### config.mk
export PLATFORM = sky130hd
export DESIGN_NAME = iterative_shifter_flat
export DESIGN_NICKNAME = d
export VERILOG_FILES = /design/src/rtl/iterative_shifter_if.sv /design/src/rtl/iterative_shifter.sv /design/src/flat_wrapper.sv
export SDC_FILE = /design/constraint.sdc
export NUM_CORES = 1
export LEC_CHECK = 0
export ABC_AREA = 1
export CELL_PAD_IN_SITES_DETAIL_PLACEMENT = 0
export CELL_PAD_IN_SITES_GLOBAL_PLACEMENT = 2
export CORE_MARGIN = 2
export CORE_UTILIZATION = 29
export CTS_BUF_LIST = sky130_fd_sc_hd__clkbuf_4
export DETAILED_ROUTE_END_ITERATION = 12
export GPL_TIMING_DRIVEN = 0
export PLACE_DENSITY = 0.88
export SLEW_MARGIN = 20
export SYNTH_ARGS = -nofsm -noshare
export SYNTH_HDL_FRONTEND = slang
export SYNTH_SLANG_ARGS = --single-unit
### constraint.sdc
create_clock -name clock -period 5.9 [get_ports clock]
set_input_delay 1.77 -clock clock [delete_from_list [all_inputs] [get_ports clock]]
set_output_delay 1.77 -clock clock [all_outputs]
set_load 0.01 [all_outputs]
### src/rtl/iterative_shifter_if.sv
// Request/response bundle between the ALU stall logic and the iterative shifter.
// Handshake: start is looked at only while the shifter is idle or done (busy=0);
// busy is high while shifting; result_rdy pulses for one cycle with result valid.
interface iterative_shifter_if #(
   parameter int WIDTH   = 32,
   parameter int SHAMT_W = 5
);
   logic               start;
   logic [1:0]         op;
   logic [WIDTH-1:0]   data_in;
   logic [SHAMT_W-1:0] shamt;
   logic               busy;
   logic               result_rdy;
   logic [WIDTH-1:0]   result;

   modport master (
      output start, op, data_in, shamt,
      input  busy, result_rdy, result
   );

   modport slave (
      input  start, op, data_in, shamt,
      output busy, result_rdy, result
   );
endinterface

### src/rtl/iterative_shifter.sv
// Multi-cycle shifter: SLL/SRA/SRL (and ROR when SHIFTER_ROTATE_EN is defined),
// consuming up to STEP bits of the shift amount per clock.
module iterative_shifter #(
   parameter int WIDTH   = 32,
   parameter int SHAMT_W = 5,
   parameter int STEP    = 4
) (
   input  logic                clock,
   input  logic                reset,
   iterative_shifter_if.slave  bus,
   output logic [1:0]          state_dbg_o
);

   typedef enum logic [1:0] {
      S_IDLE  = 2'd0,
      S_SHIFT = 2'd1,
      S_DONE  = 2'd2
   } state_e;

   localparam logic [SHAMT_W-1:0] STEP_L = SHAMT_W'(STEP);

   state_e             state_q, state_d;
   logic [WIDTH-1:0]   work_q, work_d;
   logic [SHAMT_W-1:0] rem_q, rem_d;
   logic [1:0]         op_q, op_d;
   logic               sign_q, sign_d;

   logic [SHAMT_W-1:0] step_k;
   logic [SHAMT_W-1:0] rem_after;
   logic [WIDTH-1:0]   srl_val;
   logic [WIDTH-1:0]   fill_mask;
   logic [WIDTH-1:0]   shifted;
`ifdef SHIFTER_ROTATE_EN
   logic [SHAMT_W-1:0] rot_amt;
`endif

   // One shift step of size k = min(remaining, STEP) on the working register.
   always_comb begin
      step_k    = (rem_q < STEP_L) ? rem_q : STEP_L;
      rem_after = rem_q - step_k;
      srl_val   = work_q >> step_k;
      fill_mask = ~({WIDTH{1'b1}} >> step_k);
`ifdef SHIFTER_ROTATE_EN
      rot_amt   = SHAMT_W'(WIDTH - int'(step_k));
`endif
      case (op_q)
         2'b00:   shifted = work_q << step_k;
         2'b01:   shifted = srl_val | (fill_mask & {WIDTH{sign_q}});
         2'b10:   shifted = srl_val;
`ifdef SHIFTER_ROTATE_EN
         2'b11:   shifted = srl_val | (work_q << rot_amt);
`else
         2'b11:   shifted = srl_val;
`endif
         default: shifted = srl_val;
      endcase
   end

   always_comb begin
      state_d = state_q;
      work_d  = work_q;
      rem_d   = rem_q;
      op_d    = op_q;
      sign_d  = sign_q;
      case (state_q)
         S_IDLE, S_DONE: begin
            if (bus.start) begin
               work_d  = bus.data_in;
               op_d    = bus.op;
               rem_d   = bus.shamt;
               sign_d  = bus.data_in[WIDTH-1];
               state_d = (bus.shamt != '0) ? S_SHIFT : S_DONE;
            end else if (state_q == S_DONE) begin
               state_d = S_IDLE;
            end
         end
         S_SHIFT: begin
            work_d = shifted;
            rem_d  = rem_after;
            if (rem_after == '0) state_d = S_DONE;
         end
         default: state_d = S_IDLE;
      endcase
   end

   always_ff @(posedge clock) begin
      if (reset) begin
         state_q <= S_IDLE;
         work_q  <= '0;
         rem_q   <= '0;
         op_q    <= 2'b00;
         sign_q  <= 1'b0;
      end else begin
         state_q <= state_d;
         work_q  <= work_d;
         rem_q   <= rem_d;
         op_q    <= op_d;
         sign_q  <= sign_d;
      end
   end

   assign bus.busy       = (state_q == S_SHIFT);
   assign bus.result_rdy = (state_q == S_DONE);
   assign bus.result     = work_q;
   assign state_dbg_o    = state_q;

endmodule

### src/flat_wrapper.sv
// flat-port wrapper written by rule: the top's interface ports become plain ports
module iterative_shifter_flat 
#(
   parameter int WIDTH   = 32,
   parameter int SHAMT_W = 5,
   parameter int STEP    = 4
)
  (clock, reset, state_dbg_o, bus_start, bus_op, bus_data_in, bus_shamt, bus_busy, bus_result_rdy, bus_result);
  iterative_shifter_if #(.WIDTH(WIDTH), .SHAMT_W(SHAMT_W)) bus_i ();
  input  logic clock;
  input  logic reset;
  output logic [1:0] state_dbg_o;
  input wire logic [$bits(bus_i.start)-1:0] bus_start;
  input wire logic [$bits(bus_i.op)-1:0] bus_op;
  input wire logic [$bits(bus_i.data_in)-1:0] bus_data_in;
  input wire logic [$bits(bus_i.shamt)-1:0] bus_shamt;
  output wire logic [$bits(bus_i.busy)-1:0] bus_busy;
  output wire logic [$bits(bus_i.result_rdy)-1:0] bus_result_rdy;
  output wire logic [$bits(bus_i.result)-1:0] bus_result;
  assign bus_i.start = bus_start;
  assign bus_i.op = bus_op;
  assign bus_i.data_in = bus_data_in;
  assign bus_i.shamt = bus_shamt;
  assign bus_busy = bus_i.busy;
  assign bus_result_rdy = bus_i.result_rdy;
  assign bus_result = bus_i.result;
  iterative_shifter #(.WIDTH(WIDTH), .SHAMT_W(SHAMT_W), .STEP(STEP)) u_core (.clock(clock), .reset(reset), .bus(bus_i), .state_dbg_o(state_dbg_o));
endmodule
==> metrics.txt <==
# TYPE chip_impl_metric gauge
chip_impl_metric{name="period_share",unit=""} 0.735
chip_impl_metric{name="number_of_buffer_cells_added_on_primary_ports",unit=""} 77
chip_impl_metric{name="final_nets",unit=""} 961
chip_impl_metric{name="clock_tree.htree_level_count",unit=""} 2
chip_impl_info{name="synth_top_area_cell",value="nand3_1"} 1
chip_impl_metric{name="mappedNetlistArea",unit="um^2"} 4480
chip_impl_metric{name="yosys_warnings",unit=""} 0
chip_impl_info{name="clock_tree.root_cell",value="clkbuf_4"} 1
chip_impl_info{name="synth_flop_cell",value="dfxtp_1"} 1
chip_impl_info{name="rsz0062_at_grt",value="false"} 1
chip_impl_metric{name="detail_route.drc_violations",unit=""} 0
chip_impl_metric{name="num-fill-cells",unit=""} 1786
chip_impl_metric{name="post_route_cells_drive_above_1_share",unit=""} 0.0631
chip_impl_metric{name="finish.instance_area",unit="um^2"} 5590
chip_impl_metric{name="mappedNetlistNets",unit=""} 877
chip_impl_metric{name="timing_max_transition_violations_final",unit=""} 0
chip_impl_info{name="cp_launch_point",value="u_core.state_dbg_o[0]"} 1
chip_impl_metric{name="routed_via_density",unit=""} 5.72
chip_impl_metric{name="synth_largest_type_area_fraction",unit=""} 0.208
chip_impl_metric{name="synthArstFlopShare",unit=""} 0
chip_impl_metric{name="cts_hold_buffers",unit=""} 0
chip_impl_metric{name="max_cap_violations",unit=""} 0
chip_impl_info{name="timing.setup.critical_path_class",value="reg2out"} 1
chip_impl_metric{name="worst_clock_skew_on_the_final_layout",unit="ps"} 23.9
chip_impl_metric{name="vias",unit=""} 6342
chip_impl_metric{name="dp.final_hpwl",unit="um"} 17400
chip_impl_info{name="hold_path_startpoint",value="u_core.sign_q"} 1
chip_impl_info{name="layout_common_cells",value="233 x nand2_1, 186 x nand3_1, 79 x nor2_1"} 1
chip_impl_metric{name="setup-tns-final",unit="ps"} 0
chip_impl_metric{name="coreArea",unit="um^2"} 15100
chip_impl_metric{name="clkSinkCount",unit=""} 42
chip_impl_metric{name="drtAntennaViolNets",unit=""} 0
chip_impl_metric{name="vias_in_the_first_global_route",unit=""} 6074
chip_impl_metric{name="clk_path_buf_depth",unit=""} 2
chip_impl_info{name="crit_path_start_kind",value="flop"} 1
chip_impl_metric{name="io_pins",unit=""} 78
chip_impl_metric{name="synth_edf_count",unit=""} 0
chip_impl_info{name="status",value="finished, final reports clean"} 1
chip_impl_metric{name="grt_first_pass_wirelength",unit="um"} 36000
chip_impl_metric{name="clkTransAtPathRegs",unit="ps"} 170
chip_impl_metric{name="placementRows",unit=""} 45
chip_impl_metric{name="initial_utilization",unit=""} 0.296
chip_impl_metric{name="syn-mean-instance-area",unit="um^2"} 5.37
chip_impl_info{name="tritoncts_clock_tree",value="built"} 1
chip_impl_metric{name="total_routing_usage_reported_by_global_routing",unit=""} 0.297
chip_impl_metric{name="power_per_cell_area",unit="nW/um^2"} 262
chip_impl_metric{name="drt_pass1_iterations",unit=""} 5
chip_impl_metric{name="library_cells_used_by_synthesis",unit=""} 33
chip_impl_metric{name="setup-violations-final",unit=""} 0
chip_impl_metric{name="static-leakage-power",unit="nW"} 2.39
chip_impl_info{name="yosys-top-cells-area",value="nand3_1 21%, nand2_1 20%, dfxtp_1 19%"} 1
chip_impl_metric{name="post_cts.repair.setup_buffers",unit=""} 0
chip_impl_metric{name="ys_seq_area_frac",unit=""} 0.188
chip_impl_metric{name="die_area",unit="um^2"} 16500
chip_impl_metric{name="timing.max_slew.rel_slack",unit=""} 0.358
chip_impl_metric{name="critPathMaxFanout",unit=""} 10
chip_impl_metric{name="chipHeight",unit="um"} 128
chip_impl_metric{name="routed_wire_length_per_instance",unit="um"} 21.9
chip_impl_metric{name="syn2layout_area_growth",unit="%"} 24.9
chip_impl_metric{name="cts_made_buffers",unit=""} 5
chip_impl_metric{name="grt_antenna_before_repair",unit=""} 1
chip_impl_metric{name="syn_inst",unit=""} 834
chip_impl_metric{name="reg2reg_slack",unit="ps"} 3400
chip_impl_info{name="layout.cells.most_common",value="nand2_1"} 1
chip_impl_info{name="min_path_type",value="reg2reg"} 1
chip_impl_metric{name="post_cts_resize_count",unit=""} 0
chip_impl_metric{name="fmaxAchievable",unit="GHz"} 0.231
chip_impl_metric{name="fin_crit",unit="ps"} 4340
chip_impl_metric{name="globalRouteOverflowTotal",unit=""} 0
chip_impl_metric{name="worstPathArrival",unit="ps"} 2570
chip_impl_metric{name="irDropWorstVdd",unit="mV"} 0.124
chip_impl_metric{name="die_x",unit="um"} 128
chip_impl_info{name="timing.rr.start",value="u_core.state_dbg_o[0]"} 1
chip_impl_metric{name="pin_count_of_the_biggest_net_entering_global_routing",unit=""} 15
chip_impl_metric{name="initialDrtViolationCount",unit=""} 670
chip_impl_info{name="end_kind",value="output pin"} 1
chip_impl_metric{name="worst-slew-pin-transition",unit="ps"} 963
chip_impl_metric{name="route.final.wire_length",unit="um"} 24300
chip_impl_metric{name="cp.required",unit="ps"} 4130
chip_impl_metric{name="place_area",unit="um^2"} 5480
chip_impl_metric{name="postSynthRegisterBits",unit=""} 42
chip_impl_metric{name="hold_viol",unit=""} 0
chip_impl_metric{name="clk-insertion-delay-late",unit="ps"} 440
chip_impl_metric{name="gp_congestion",unit=""} 0.949
## through the flow
step	cells	setup slack [ps]	power (mW)	hold slack, ps	util
floorplan	834	3100	0.854	444	-
global placement	1099	2040	1.19	463	0.362
detailed placement	1099	2020	1.18	469	0.362
CTS	1107	1590	1.45	491	0.369
global route	1108	1470	1.55	526	0.369
finish	1108	1560	1.47	491	0.369
## routing by layer
layer	vias to the layer above	share of wire	GRT usage
met4	0	0.045	0.163
li1	2987	-	-
met3	59	0.097	0.0563
met2	386	0.43	0.448
met1	2910	0.43	0.399
met5	-	0	0
## synth_stat cells, types with 2 or more instances
master	n
nand2_1	233
nand3_1	186
nor2_1	79
a21oi_1	58
inv_1	57
nand4_1	48
dfxtp_1	42
buf_2	29
clkbuf_1	25
o21ai_0	22
o21ai_1	11
inv_2	6
o211ai_1	5
nor2_2	4
or2_2	4
a211oi_1	2
a31oi_1	2
buf_1	2
buf_4	2
buf_6	2
nor3_1	2
o22ai_1	2
## worst max-delay path, cell delays in order, from the launching register on
cell and delay (ps):
dfxtp_1 380, inv_1 90, nor2_2 340, clkbuf_1 640, clkdlybuf4s50_1 670
## area by class of cell
type                            instances  area, um^2  share of cell area
Tap cell                              188         235              0.0421
Buffer                                 60         284              0.0508
Multi-Input combinational cell        669        3120               0.557
Clock inverter                          3        68.8              0.0123
Antenna cell                            1        2.50            0.000447
Inverter                               63         236              0.0423
Sequential cell                        42         841               0.150
Clock buffer                            5        37.5             0.00671
Timing Repair Buffer                   77         771               0.138
## report_power, final
part / switching (mW) / total [mW] / leakage (nW) / internal, mW
clock: 0.130 / 0.262 / 0.0554 / 0.132
sequential: 0.0383 / 0.356 / 0.347 / 0.317
combinational: 0.578 / 0.848 / 1.99 / 0.269
## path summary, 6_finish.rpt
check                          endpoint  depth (start not counted)
setup / recovery               bus_busy                          4
setup reg to reg  u_core.bus.result[22]                          9
hold / removal            u_core.sign_q                          2
hold reg to reg           u_core.sign_q                          2
## cells by family (layout without fill, tap and decap cells)
family,Yosys count,after routing,share of synthesized area
other,1,2,0.000837
buffers and inverters,123,208,0.116
DFF,42,42,0.188
adders and majority gates,1,1,0.00279
and+or+nand+nor,560,560,0.564
AOI/OAI and AO/OA,106,106,0.126
xor gates and xnor gates,1,1,0.00196
## flip-flops by register name (all words and copies together) (netlist names)
signal,count
u_core.bus.result,32
u_core.state_dbg_o,2
u_core.rem_q,5
u_core.op_q,2
u_core.sign_q,1
No activity file was read; power rests on OpenSTA's default activity.
